<file path="src/rtl/uart_pkg.sv">
// -----------------------------------------------------------------------------
// uart_pkg
// Shared definitions for the UART TX/RX blocks, their FIFOs and the MMIO
// bridge: the data width, the default FIFO depth and the byte type that
// travels between them.
// -----------------------------------------------------------------------------
package uart_pkg;

    localparam int UART_DATA_W     = 8;
    localparam int UART_FIFO_DEPTH = 16;

    typedef logic [UART_DATA_W-1:0] uart_byte_t;

endpackage : uart_pkg

</file>
<file path="src/rtl/uart_fifo_ram.sv">
// -----------------------------------------------------------------------------
// uart_fifo_ram
// DEPTH x byte register array with one synchronous write port and one
// asynchronous (combinational) read port. Contents are never reset; the
// owning FIFO tracks validity with its own pointers and level counter.
//
// Ports:
//   clk_i    in   write clock
//   we_i     in   write enable
//   waddr_i  in   write address
//   wdata_i  in   write byte
//   raddr_i  in   read address
//   rdata_o  out  byte stored at raddr_i
// -----------------------------------------------------------------------------
module uart_fifo_ram
    import uart_pkg::*;
#(
    parameter  int DEPTH = UART_FIFO_DEPTH,
    localparam int AW    = $clog2(DEPTH)
) (
    input  logic          clk_i,
    input  logic          we_i,
    input  logic [AW-1:0] waddr_i,
    input  uart_byte_t    wdata_i,
    input  logic [AW-1:0] raddr_i,
    output uart_byte_t    rdata_o
);

    uart_byte_t mem_q [DEPTH];

    // Synchronous write port.
    always_ff @(posedge clk_i) begin
        if (we_i) begin
            mem_q[waddr_i] <= wdata_i;
        end
    end

    assign rdata_o = mem_q[raddr_i];

endmodule : uart_fifo_ram

</file>
<file path="src/rtl/uart_tx_fifo.sv">
// -----------------------------------------------------------------------------
// uart_tx_fifo
// Byte FIFO between the CPU MMIO write path and the UART transmitter. Bytes
// are pushed at full clock rate and drained one at a time through the
// transmitter's tx_avai / tx_start / tx_data handshake.
//
// Ports:
//   clk       in   system clock, rising edge
//   rstn      in   asynchronous active-low reset
//   wr_en     in   push request (one byte per cycle)
//   wr_data   in   byte to push
//   flush     in   discard all queued bytes
//   ovf_clr   in   clear sticky overflow flag
//   tx_avai   in   transmitter idle
//   tx_start  out  launch transmission of tx_data (combinational)
//   tx_data   out  head-of-queue byte (combinational, valid when !empty)
//   full      out  level == DEPTH
//   empty     out  level == 0
//   level     out  number of queued bytes, 0..DEPTH
//   overflow  out  sticky: a push was dropped because the queue was full
// -----------------------------------------------------------------------------
module uart_tx_fifo
    import uart_pkg::*;
#(
    parameter  int DEPTH = UART_FIFO_DEPTH,
    localparam int AW    = $clog2(DEPTH)
) (
    input  logic        clk,
    input  logic        rstn,
    input  logic        wr_en,
    input  uart_byte_t  wr_data,
    input  logic        flush,
    input  logic        ovf_clr,
    input  logic        tx_avai,
    output logic        tx_start,
    output uart_byte_t  tx_data,
    output logic        full,
    output logic        empty,
    output logic [AW:0] level,
    output logic        overflow
);

    localparam logic [AW:0]   LVL_FULL = (AW+1)'(DEPTH);
    localparam logic [AW:0]   LVL_ZERO = (AW+1)'(0);
    localparam logic [AW:0]   LVL_ONE  = (AW+1)'(1);
    localparam logic [AW-1:0] PTR_ZERO = AW'(0);
    localparam logic [AW-1:0] PTR_ONE  = AW'(1);

    logic [AW-1:0] rp_q, rp_d;
    logic [AW-1:0] wp_q, wp_d;
    logic [AW:0]   level_q, level_d;
    logic          ovf_q, ovf_d;

    logic push_acc;
    logic push_drop;
    logic pop;

    // Full/empty come from the level counter alone, so rp == wp is never
    // ambiguous.
    assign full  = (level_q == LVL_FULL);
    assign empty = (level_q == LVL_ZERO);
    assign level = level_q;
    assign overflow = ovf_q;

    // A push into a full queue is dropped even when a pop frees a slot in the
    // same cycle; there is no pass-through path.
    assign push_acc  = wr_en && !full && !flush;
    assign push_drop = wr_en &&  full && !flush;

    // Launch depends on empty, which is derived from the asynchronously reset
    // level register, so tx_start drops immediately when rstn asserts.
    assign tx_start = tx_avai && !empty && !flush;
    assign pop      = tx_start;

    uart_fifo_ram #(
        .DEPTH (DEPTH)
    ) u_ram (
        .clk_i   (clk),
        .we_i    (push_acc),
        .waddr_i (wp_q),
        .wdata_i (wr_data),
        .raddr_i (rp_q),
        .rdata_o (tx_data)
    );

    // Next-state for pointers and level; flush overrides everything.
    always_comb begin
        rp_d    = rp_q;
        wp_d    = wp_q;
        level_d = level_q;
        if (flush) begin
            rp_d    = PTR_ZERO;
            wp_d    = PTR_ZERO;
            level_d = LVL_ZERO;
        end else begin
            if (push_acc) begin
                wp_d = wp_q + PTR_ONE;
            end else begin
                wp_d = wp_q;
            end
            if (pop) begin
                rp_d = rp_q + PTR_ONE;
            end else begin
                rp_d = rp_q;
            end
            case ({push_acc, pop})
                2'b10:   level_d = level_q + LVL_ONE;
                2'b01:   level_d = level_q - LVL_ONE;
                default: level_d = level_q;
            endcase
        end
    end

    // Sticky overflow: a dropped push wins over a same-cycle clear; flush
    // leaves it alone.
    always_comb begin
        ovf_d = ovf_q;
        if (push_drop) begin
            ovf_d = 1'b1;
        end else if (ovf_clr) begin
            ovf_d = 1'b0;
        end else begin
            ovf_d = ovf_q;
        end
    end

    // State registers with asynchronous active-low reset.
    always_ff @(posedge clk or negedge rstn) begin
        if (!rstn) begin
            rp_q    <= PTR_ZERO;
            wp_q    <= PTR_ZERO;
            level_q <= LVL_ZERO;
            ovf_q   <= 1'b0;
        end else begin
            rp_q    <= rp_d;
            wp_q    <= wp_d;
            level_q <= level_d;
            ovf_q   <= ovf_d;
        end
    end

endmodule : uart_tx_fifo

</file>
<file path="config.mk">
export PLATFORM = sky130hd
export DESIGN_NAME = uart_tx_fifo
export DESIGN_NICKNAME = d
export VERILOG_FILES = /design/src/rtl/uart_pkg.sv /design/src/rtl/uart_fifo_ram.sv /design/src/rtl/uart_tx_fifo.sv
export SDC_FILE = /design/constraint.sdc
export NUM_CORES = 1
export LEC_CHECK = 0
export CAP_MARGIN = 0
export CELL_PAD_IN_SITES_DETAIL_PLACEMENT = 1
export CELL_PAD_IN_SITES_GLOBAL_PLACEMENT = 2
export CORE_ASPECT_RATIO = 1.25
export CORE_MARGIN = 2
export CORE_UTILIZATION = 42
export CTS_CLUSTER_SIZE = 14
export DETAILED_ROUTE_END_ITERATION = 8
export HOLD_SLACK_MARGIN = 0.12
export PLACE_DENSITY_LB_ADDON = 0.1
export SLEW_MARGIN = 20
export SYNTH_ARGS = -nofsm -noshare
export SYNTH_HDL_FRONTEND = slang
export SYNTH_HIERARCHICAL = 1
export SYNTH_SLANG_ARGS = --single-unit
</file>
<file path="constraint.sdc">
create_clock -name clk -period 3.5 [get_ports clk]
set_clock_uncertainty 0.2 [all_clocks]
set_input_delay 0.7 -clock clk [delete_from_list [all_inputs] [get_ports clk]]
set_output_delay 0.7 -clock clk [all_outputs]
set_load 0.005 [all_outputs]
</file>
==> flow_summary_export.csv, run 1 <==
group,metric,value,unit
outcome,status,"finished, final reports clean",
power_and_ir_drop,power_leakage,2.411,nW
logic_synthesis,synthMuxAreaShare,14.11,%
finish,fin_area,7102,µm²
timing,whs,0.3274,ns
logic_synthesis,synth_top_family_by_area,"multiplexers",
logic_synthesis,synthTopCellsByArea,"edfxtp_1, mux4_2, mux4_1, dfrtp_1, a22oi_1",
floorplanning,fp.dieH,135.8,µm
drt,highest_layer,"met4",
global_route,grt_pass1_vias,3369,
setup_path,critPathArrivalTime,2.46,ns
timing,slew_headroom,52.38,%
timing,fmax,0.2974,GHz
min_path,hp-class,"reg2reg",
global_route,overflow,0,
floorplanning,fp-row-count,48,
timing,period_share,96.08,%
logic_synthesis,yosys_warnings,6,
drt,dr_total_vias,3081,
drt,drt-met1-wl,5347,µm
logic_synthesis,syn_nets,329,
timing,fin_crit,3.363,ns
global_route,grt_antenna_before_repair,0,
clock_tree,postCtsSetupBuffers,0,
drt,first_pass_iters,4,
power_and_ir_drop,p_per_area,655.7,nW/µm²
drt,wl,12870,µm
logic_synthesis,synthCells,309,
global_route,grt_pass1_wl,20000,µm
setup_path,path_max_fanout,11,
logic_synthesis,synthFlopType,"edfxtp_1",
drt,wl_met3,363,µm
drt,detail-route-antenna-nets,0,
global_route,track_usage,19.24,%
logic_synthesis,synth_seq_cells,142,
logic_synthesis,yosysSeqAreaShare,71.90,%
logic_synthesis,async_flop_share,9.859,%
clock_tree,max-clock-path-buffers,2,
floorplanning,die_w,109.4,µm
timing,drv_slew,0,
clock_tree,htree_num_levels,4,
floorplanning,die-area,14850,µm²
drt,wl_per_cell,22.87,µm
setup_path,start_kind,"flip-flop",
logic_synthesis,synth_compound_area_share,3.732,%
clock_tree,cts_hold_buffers,0,
logic_synthesis,syn_area,5833,µm²
run,drv_cap,0,
power_and_ir_drop,irDropWorstVdd,0.0003152,V
logic_synthesis,synth-edff-count,128,
finish,antenna_cells,0,
placed_design,dp_hpwl,8450,µm
clock_tree,cts_tree,"done",
logic_synthesis,synth_commonest_cells,"edfxtp_1, nor2_1, mux4_2, a22oi_1",
placed_design,port_buffers,30,
placed_design,gp_congestion,0.7934,
timing,totalNegativeSetupSlack,0,ns
clock_tree,numCtsBuffers,17,
clock_tree,clock_latency,0.40,ns
logic_synthesis,synth.distinct_cells,42,
finish,area_growth,21.75,%
floorplanning,core,13690,µm²
finish,drive_gt1_share,21.13,%
placed_design,placed_cell_area,6500,µm²
logic_synthesis,synth_most_common_cell,"edfxtp_1",
drt,vias_per_cell,5.472,
timing,timing.final.hold_violations,0,
logic_synthesis,synth_area_per_cell,18.88,µm²
floorplanning,io_pins,31,
drt,wl_met2,6984,µm
finish,nets,395,
clock_tree,path_clk_slew,0.06,ns
drt,drc,0,
finish,instances_no_fill,563,
setup_path,cp.required,2.60,ns
clock_tree,cts_root_buf,"clkbuf_16",
logic_synthesis,synth_xor_area_share,1.201,%
timing,finalSetupViolCount,0,
timing,grt_setup_unrepaired,"false",
logic_synthesis,synth_top_area_share,65.89,%
logic_synthesis,yosysTopAreaCell,"edfxtp_1",
placed_design,place_inst,531,
finish,regArea,4195,µm²
finish,multiInputGateArea,1513,µm²
setup_path,path_class,"reg2out",
setup_path,worst_setup_path_end_kind,"output port",
finish,n_fill_cell,1292,
clock_tree,cts.sinks,142,
global_route,grt_max_degree,34,
floorplanning,start_util,42.60,%
timing,worst_pin_slew,0.7120,ns
logic_synthesis,synthAdderAreaFrac,1.416,%
logic_synthesis,synth_simple_gate_area_share,5.534,%
drt,drt_iter0_drc,147,
==> cells by family after synthesis <==
family,count (synthesis)
flops,142
simple gates,68
mux,37
compound gates,30
buf+inv,18
xor+xnor,8
fa+ha+maj,6
==> per-layer routing <==
metal / vias to the layer above / track usage, %
met4: 0 / 7.384
met2: 67 / 33.02
met3: 11 / 4.089
met5: - / 0
li1: 1381 / -
met1: 1622 / 23.69
==> power by group <==
part           internal, mW  switching, mW
sequential             1.90         0.0618
clock                  1.12          0.675
combinational         0.482          0.413
total                  3.51           1.15
==> worst max-delay path: stages (launching register included) <==
cell and delay [ns]:
dfrtp_2 0.40, buf_8 0.17, buf_4 0.18, mux4_1 0.55, a22oi_1 0.19, nand2_1 0.10
clkdlybuf4s50_1 0.46
==> cell type report <==
cell class                 count  area share (%)
clock buffer                  19           6.096
timing repair buffer          60           7.858
multi-input combinational    149           21.30
clock inverter                13           2.326
sequential                   142           59.07
inverter                       5          0.2643
tap                          175           3.083
==> worst paths after layout <==
kind                                           start                    to  slack (ns)  depth (start not counted)
min in group asynchronous                       rstn  level[0]$_DFFE_PN0P_        0.52                          1
worst max register to register  level[1]$_DFFE_PN0P_  level[4]$_DFFE_PN0P_        0.32                          9
worst min-delay path            overflow$_DFFE_PN0P_  overflow$_DFFE_PN0P_        0.33                          2
max in group asynchronous                       rstn   rp_q[0]$_DFFE_PN0P_        2.08                          1
worst max-delay path             rp_q[0]$_DFFE_PN0P_            tx_data[2]        0.14                          6
worst min register to register  overflow$_DFFE_PN0P_  overflow$_DFFE_PN0P_        0.33                          2
==> stage by stage <==
stage | total power, mW | utilization [%] | setup slack [ns]
after global placement | 2.894 | 47.47 | 0.2090
after CTS | 4.713 | 51.86 | 0.04283
final | 4.657 | 51.86 | 0.1374
after global routing | 4.853 | 51.86 | 0.008046
after floorplan | 2.536 | - | 0.4636
after detailed placement | 2.903 | 47.47 | 0.1502
==> cell usage in the layout, fill, tap and decap left out, types with 12 or more instances in the layout <==
cell type / instances
edfxtp_1: 128
mux4_1: 13
nand2_1: 12
dfrtp_1: 13
buf_4: 27
a22oi_1: 16
clkdlybuf4s50_1: 30
clkbuf_16: 17
nor2_1: 29
mux4_2: 19
==> flip-flops by register name (all words and copies together), names as in the netlist <==
| register | flops |
|---|---|
| overflow | 1 |
| u_ram/mem_q | 128 |
| level | 5 |
| rp_q | 4 |
| wp_q | 4 |
==> repair_timing <==
item | CTS | global route
gates resized for setup | 1 | 2
setup endpoints to repair | 1 | 2
gates cloned | 0 | 0
(Power assumes the default switching activity.)
==> run 2: changes to the inputs <==
--- a/config.mk
+++ b/config.mk
@@ -15,7 +15,6 @@
 export DETAILED_ROUTE_END_ITERATION = 8
 export HOLD_SLACK_MARGIN = 0.12
 export PLACE_DENSITY_LB_ADDON = 0.1
-export SLEW_MARGIN = 20
 export SYNTH_ARGS = -nofsm -noshare
 export SYNTH_HDL_FRONTEND = slang
 export SYNTH_HIERARCHICAL = 1
==> results of run 2 <==
No change in the layout: final DEF, timing and power equal those of run 1.
==> run 3: changes to the inputs <==
--- a/config.mk
+++ b/config.mk
@@ -5,6 +5,7 @@
 export SDC_FILE = /design/constraint.sdc
 export NUM_CORES = 1
 export LEC_CHECK = 0
+export ABC_CLOCK_PERIOD_IN_PS = 3500
 export CAP_MARGIN = 0
 export CELL_PAD_IN_SITES_DETAIL_PLACEMENT = 1
 export CELL_PAD_IN_SITES_GLOBAL_PLACEMENT = 2
@@ -15,6 +16,7 @@
 export DETAILED_ROUTE_END_ITERATION = 8
 export HOLD_SLACK_MARGIN = 0.12
 export PLACE_DENSITY_LB_ADDON = 0.1
+export SLEW_MARGIN = 20
 export SYNTH_ARGS = -nofsm -noshare
 export SYNTH_HDL_FRONTEND = slang
 export SYNTH_HIERARCHICAL = 1
==> results of run 3 <==
No change in the layout: final DEF, timing and power equal those of run 1.
